`config.mk`:
```
export PLATFORM = sky130hd
export DESIGN_NAME = dcache_ctrl
export DESIGN_NICKNAME = d
export VERILOG_FILES = /design/src/rtl/dcache_ctrl.sv
export SDC_FILE = /design/constraint.sdc
export NUM_CORES = 1
export LEC_CHECK = 0
export CORE_AREA = 4 4 141 143
export CTS_BUF_LIST = sky130_fd_sc_hd__clkbuf_4 sky130_fd_sc_hd__clkbuf_8
export DETAILED_ROUTE_END_ITERATION = 8
export DIE_AREA = 0 0 145 147
export SYNTH_ARGS = -nofsm -noshare
export SYNTH_HDL_FRONTEND = slang
export SYNTH_SLANG_ARGS = --single-unit
```
`constraint.sdc`:
```
create_clock -name clk -period 2.5 [get_ports clk]
set_input_delay 0.25 -clock clk [delete_from_list [all_inputs] [get_ports clk]]
set_output_delay 0.25 -clock clk [all_outputs]
set_load 0.02 [all_outputs]
```
`src/rtl/dcache_ctrl.sv`:
```
// Sequencing FSM for a direct-mapped, write-back, write-allocate data cache.
// Optional build macro DCACHE_UNCACHED_EN adds an uncached window at addr[31:29] == 3'b101.
// The address split must satisfy TAG_WIDTH + INDEX_WIDTH + OFFSET_WIDTH + 2 == 32.
module dcache_ctrl #(
  parameter int TAG_WIDTH    = 20,
  parameter int INDEX_WIDTH  = 6,
  parameter int OFFSET_WIDTH = 4
) (
  input  logic                    clk,
  input  logic                    rst,
  input  logic                    cpu_en,
  input  logic [3:0]              cpu_wen,
  input  logic [31:0]             cpu_addr,
  input  logic [31:0]             cpu_wdata,
  output logic [31:0]             cpu_rdata,
  output logic                    cpu_ready,
  output logic [INDEX_WIDTH-1:0]  line_index,
  output logic                    line_write_en,
  output logic                    line_valid_in,
  output logic                    line_dirty_in,
  output logic [TAG_WIDTH-1:0]    line_tag_in,
  output logic [OFFSET_WIDTH-1:0] line_offset,
  output logic [3:0]              line_byte_en,
  output logic [31:0]             line_data_in,
  input  logic                    line_valid_out,
  input  logic                    line_dirty_out,
  input  logic [TAG_WIDTH-1:0]    line_tag_out,
  input  logic [31:0]             line_data_out,
  output logic                    mem_valid,
  output logic                    mem_we,
  output logic [31:0]             mem_addr,
  output logic [31:0]             mem_wdata,
  input  logic [31:0]             mem_rdata,
  input  logic                    mem_ready
);

  localparam logic [OFFSET_WIDTH-1:0] LAST_WORD = '1;

  typedef enum logic [2:0] {
    IDLE,
    COMPARE,
    WRITEBACK,
    REFILL
`ifdef DCACHE_UNCACHED_EN
    , UNCACHED
`endif
  } state_t;

  state_t                  state, state_next;
  logic [OFFSET_WIDTH-1:0] counter, counter_next;
  logic [29:0]             req_word_addr;
  logic [3:0]              req_wen;
  logic [31:0]             req_wdata;

  logic [TAG_WIDTH-1:0]    req_tag;
  logic [INDEX_WIDTH-1:0]  req_index;
  logic [OFFSET_WIDTH-1:0] req_offset;
  logic                    hit;
  logic                    is_store;
  logic                    unused_addr_lsb;

  assign req_tag    = req_word_addr[29 -: TAG_WIDTH];
  assign req_index  = req_word_addr[OFFSET_WIDTH +: INDEX_WIDTH];
  assign req_offset = req_word_addr[0 +: OFFSET_WIDTH];
  assign hit        = line_valid_out && (line_tag_out == req_tag);
  assign is_store   = |req_wen;
  // Byte address bits are always zero for word accesses and carry no information.
  assign unused_addr_lsb = ^cpu_addr[1:0];

  // NOTE: reset is sampled on the clock edge, and every register here is updated with <= so all
  // flops see the pre-edge values of each other regardless of process ordering.
  always_ff @(posedge clk) begin
    if (!rst) begin
      state         <= IDLE;
      counter       <= '0;
      req_word_addr <= '0;
      req_wen       <= '0;
      req_wdata     <= '0;
    end else begin
      state   <= state_next;
      counter <= counter_next;
      if (state == IDLE && cpu_en) begin
        req_word_addr <= cpu_addr[31:2];
        req_wen       <= cpu_wen;
        req_wdata     <= cpu_wdata;
      end
    end
  end

  // NOTE: every signal written below gets its default first, so no path can leave one
  // unassigned and infer a latch.
  always_comb begin
    state_next    = state;
    counter_next  = counter;
    cpu_rdata     = '0;
    cpu_ready     = 1'b0;
    line_index    = req_index;
    line_offset   = req_offset;
    line_write_en = 1'b0;
    line_valid_in = 1'b0;
    line_dirty_in = 1'b0;
    line_tag_in   = '0;
    line_byte_en  = '0;
    line_data_in  = '0;
    mem_valid     = 1'b0;
    mem_we        = 1'b0;
    mem_addr      = '0;
    mem_wdata     = '0;

    unique case (state)
      IDLE: begin
        if (cpu_en) begin
`ifdef DCACHE_UNCACHED_EN
          state_next = (cpu_addr[31:29] == 3'b101) ? UNCACHED : COMPARE;
`else
          state_next = COMPARE;
`endif
        end
      end

      COMPARE: begin
        if (hit) begin
          cpu_ready  = 1'b1;
          state_next = IDLE;
          if (is_store) begin
            line_write_en = 1'b1;
            line_byte_en  = req_wen;
            line_valid_in = 1'b1;
            line_dirty_in = 1'b1;
            line_tag_in   = req_tag;
            line_data_in  = req_wdata;
          end else begin
            cpu_rdata = line_data_out;
          end
        end else begin
          counter_next = '0;
          state_next   = line_dirty_out ? WRITEBACK : REFILL;
        end
      end

      // Victim address comes from the stored tag, not the requested one.
      WRITEBACK: begin
        line_offset = counter;
        mem_valid   = 1'b1;
        mem_we      = 1'b1;
        mem_addr    = {line_tag_out, req_index, counter, 2'b00};
        mem_wdata   = line_data_out;
        if (mem_ready) begin
          counter_next = counter + 1'b1;
          if (counter == LAST_WORD) state_next = REFILL;
        end
      end

      // The line only becomes valid with its last word, so an aborted fill never hits.
      REFILL: begin
        line_offset = counter;
        mem_valid   = 1'b1;
        mem_addr    = {req_tag, req_index, counter, 2'b00};
        if (mem_ready) begin
          line_write_en = 1'b1;
          line_byte_en  = 4'hF;
          line_data_in  = mem_rdata;
          line_tag_in   = req_tag;
          line_valid_in = (counter == LAST_WORD);
          counter_next  = counter + 1'b1;
          if (counter == LAST_WORD) state_next = COMPARE;
        end
      end

`ifdef DCACHE_UNCACHED_EN
      UNCACHED: begin
        mem_valid = 1'b1;
        mem_we    = is_store;
        mem_addr  = {req_word_addr, 2'b00};
        mem_wdata = req_wdata;
        if (mem_ready) begin
          cpu_rdata  = mem_rdata;
          cpu_ready  = 1'b1;
          state_next = IDLE;
        end
      end
`endif

      default: state_next = IDLE;
    endcase

    // Hold every strobe and bus quiet while reset is asserted so an aborted burst
    // cannot write a line or issue one more memory word.
    if (!rst) begin
      cpu_rdata     = '0;
      cpu_ready     = 1'b0;
      line_write_en = 1'b0;
      line_valid_in = 1'b0;
      line_dirty_in = 1'b0;
      line_tag_in   = '0;
      line_byte_en  = '0;
      line_data_in  = '0;
      mem_valid     = 1'b0;
      mem_we        = 1'b0;
      mem_addr      = '0;
      mem_wdata     = '0;
    end
  end

endmodule

```
==> metrics.txt <==
outcome finished with violations; failing checks setup timing; Arr. time, crit path 2340 ps; Synth top area share 31.3%; Clock Tree Buf Depth 2; largest net degree at the start of global routing 43; Syn. warnings 0; total track usage 18.8%; max cap viols 0; die area 21300 µm²; CTS clk-pin slew, worst paths 80 ps; FF+latch count, synth 72; Power Dens Cells 566 nW/µm²; unrepaired setup endpoints after global routing yes; WP depth 10; starting density of the core 24.8%; syn avg cell area 7.83 µm²; placeable core area 18600 µm²; Top Family by Delay on Critical Path buffers and inverters; Mapped Area 4600 µm²; floorplan row count 50; nets 1083; critical path endpoint category output port; Worst Reg-to-Reg Cells 6; sequential area share after synthesis 31.3%; post-route clock period utilization 104%; fmax 0.386 GHz; CTS H-Tree Depth 3; CTS tree built; HP Class input pin to flip-flop; Unique masters post-synth 41; GR Overflow Total 0; Detailed Place HPWL 15.7 mm; min setup slack post-route -90.9 ps; Post-Route WL 20.9 mm; Max Clock Skew 6.67 ps; hold_sp rst; CP Data Required Time 2250 ps; FF-to-FF Start state[0]$_SDFFE_PN0P_; IR drop worst, VDD 0.000320 V; total number of vias 5411; Synth area leader dfxtp_1; endpoints failing setup 28; drt drc 0; share of layout cells above drive strength 1 23.7%; Post-DP Area 8230 µm²; post-route minimum period 2590 ps; FILL cells 1851; top cells by area, synth dfxtp_1 31%, nand2_1 12%, a21boi_0 11%; cell mode on critical path buf_12; CP startpoint line_tag_out[3]; asr flop ratio synth 0%; GPL Wtd Cong 0.790; 1st-pass router iterations 4; CTS buffer count 9; Leak 3.82 nW; design area 8790 µm²; P&R area growth vs syn 90.9%; PortBufs 321; overall power 4.98 mW; vias per cell 4.65; first-pass GRT wire length 31.7 mm; Ant. Diodes 0; initial antenna violation count 0; Die H 147 µm; Buf/Inv on CP 5; I/O pins 326; Final Hold Viols 0; WL/cell 18.0 µm; Initial DRC Count 179; Routed Antenna Nets 0; Post-CTS Hold Fix Bufs 0; Sink Count 72; crit path cell chain clkdlybuf4s50_1, xnor2_2, nand4_1, nor4_4, and4_4, buf_12, buf_12, buf_16, a22o_1, buf_4; CP startpoint kind input pin; slowest cell delay on critical path 520 ps; vias in the first global route 5451; fin. max-slew vios 0; CP Class input pin to output port; Die W 145 µm; Skew-Pair Late Insertion Delay 370 ps; synthesized netlist cell count 588; WHS Path Cells 2; EDFF count, synth 0; root buffer cell clkbuf_8; Critical Path Fanout Max 7; Worst path slowest cell clkdlybuf4s50_1; Synth Flop Type dfxtp_1
[cells by family after synthesis]
group | Yosys count | share of synthesized area, %
other cells | 1 | 0.0814
simple gates | 273 | 28.3
compound gates | 134 | 22.8
fa+ha+maj | 1 | 0.272
mux | 24 | 5.33
flops | 72 | 31.3
xor+xnor | 21 | 3.99
buf+inv | 62 | 7.85
[cell usage in the layout (no fill, tap or decap), types with 9 or more instances in the layout]
master / n
clkbuf_8: 9
o21a_1: 21
and2_1: 33
xnor2_2: 15
buf_12: 11
nor2_1: 29
and3_1: 43
buf_4: 84
dlymetal6s2s_1: 11
a22o_1: 33
dfxtp_2: 11
a21boi_0: 66
buf_6: 58
nand2_1: 141
mux2i_1: 20
dfxtp_1: 61
clkdlybuf4s50_1: 210
[synth_stat cells (all sizes together), types with 3 or more instances]
cell type and n:
a21boi 66, nand3 3, o21ai 3, xnor2 21
and2 35, nor2 30, and3 44, nor3 3
o21a 21, nand4 7, dfxtp 72, nand2 142
a21o 4, buf 24, a22o 33, mux2i 20
clkbuf 36, mux2 4
[report_power, final]
part	switching (mW)	internal (mW)	total (mW)
clock	0.501	0.460	0.962
sequential	0.170	1.37	1.54
combinational	1.31	1.16	2.48
total	1.99	2.99	4.98
[area by class of cell]
type,count,area [µm²],area share [%]
clock buffers,9,124,1.41
clock inverters,7,71.3,0.811
inverters,2,7.51,0.0854
multi-input cells,455,2960,33.6
flip-flops and latches,72,1460,16.6
well taps,234,293,3.33
repair buffers,384,3880,44.2
[path summary, 6_finish.rpt]
path | slack (ps) | to
max reg2reg | 620 | req_wdata[13]$_SDFFE_PN0P_
max | -90 | line_data_in[6]
min reg2reg | 460 | req_word_addr[3]$_SDFFE_PN0P_
min | 200 | counter[1]$_SDFFE_PN0P_
[flip-flops by register name, indices dropped and copies added (netlist names)]
register	flops
req_wdata	32
req_wen	4
state	2
req_word_addr	30
counter	4
[metrics by stage]
step	hold WS, ps	setup TNS, ps	std cells	setup slack, ps	utilization [%]
after detailed placement	457	-51270	1137	-622	44.3
after global placement	451	-51240	1137	-628	44.3
after CTS	174	-4430	1162	-164	45.8
after floorplan	353	0	589	529	-
after global routing	190	-10500	1163	-222	47.3
final	200	-1140	1163	-90.9	47.3
[repair_timing]
action / in CTS / in global routing
pin swaps: 9 / 20
endpoints found under the setup margin: 91 / 91
gates resized for setup: 467 / 92
buffers inserted: 6 / 3
cloned: 4 / 0
[metal layers]
metal,vias up,routed length [µm],global-route usage (%)
met1,2496,8660,22.1
li1,2678,-,-
met4,0,258,4.32
met3,16,1600,6.14
met5,-,0,0
met2,221,10400,33.6
(Power assumes the default switching activity.)
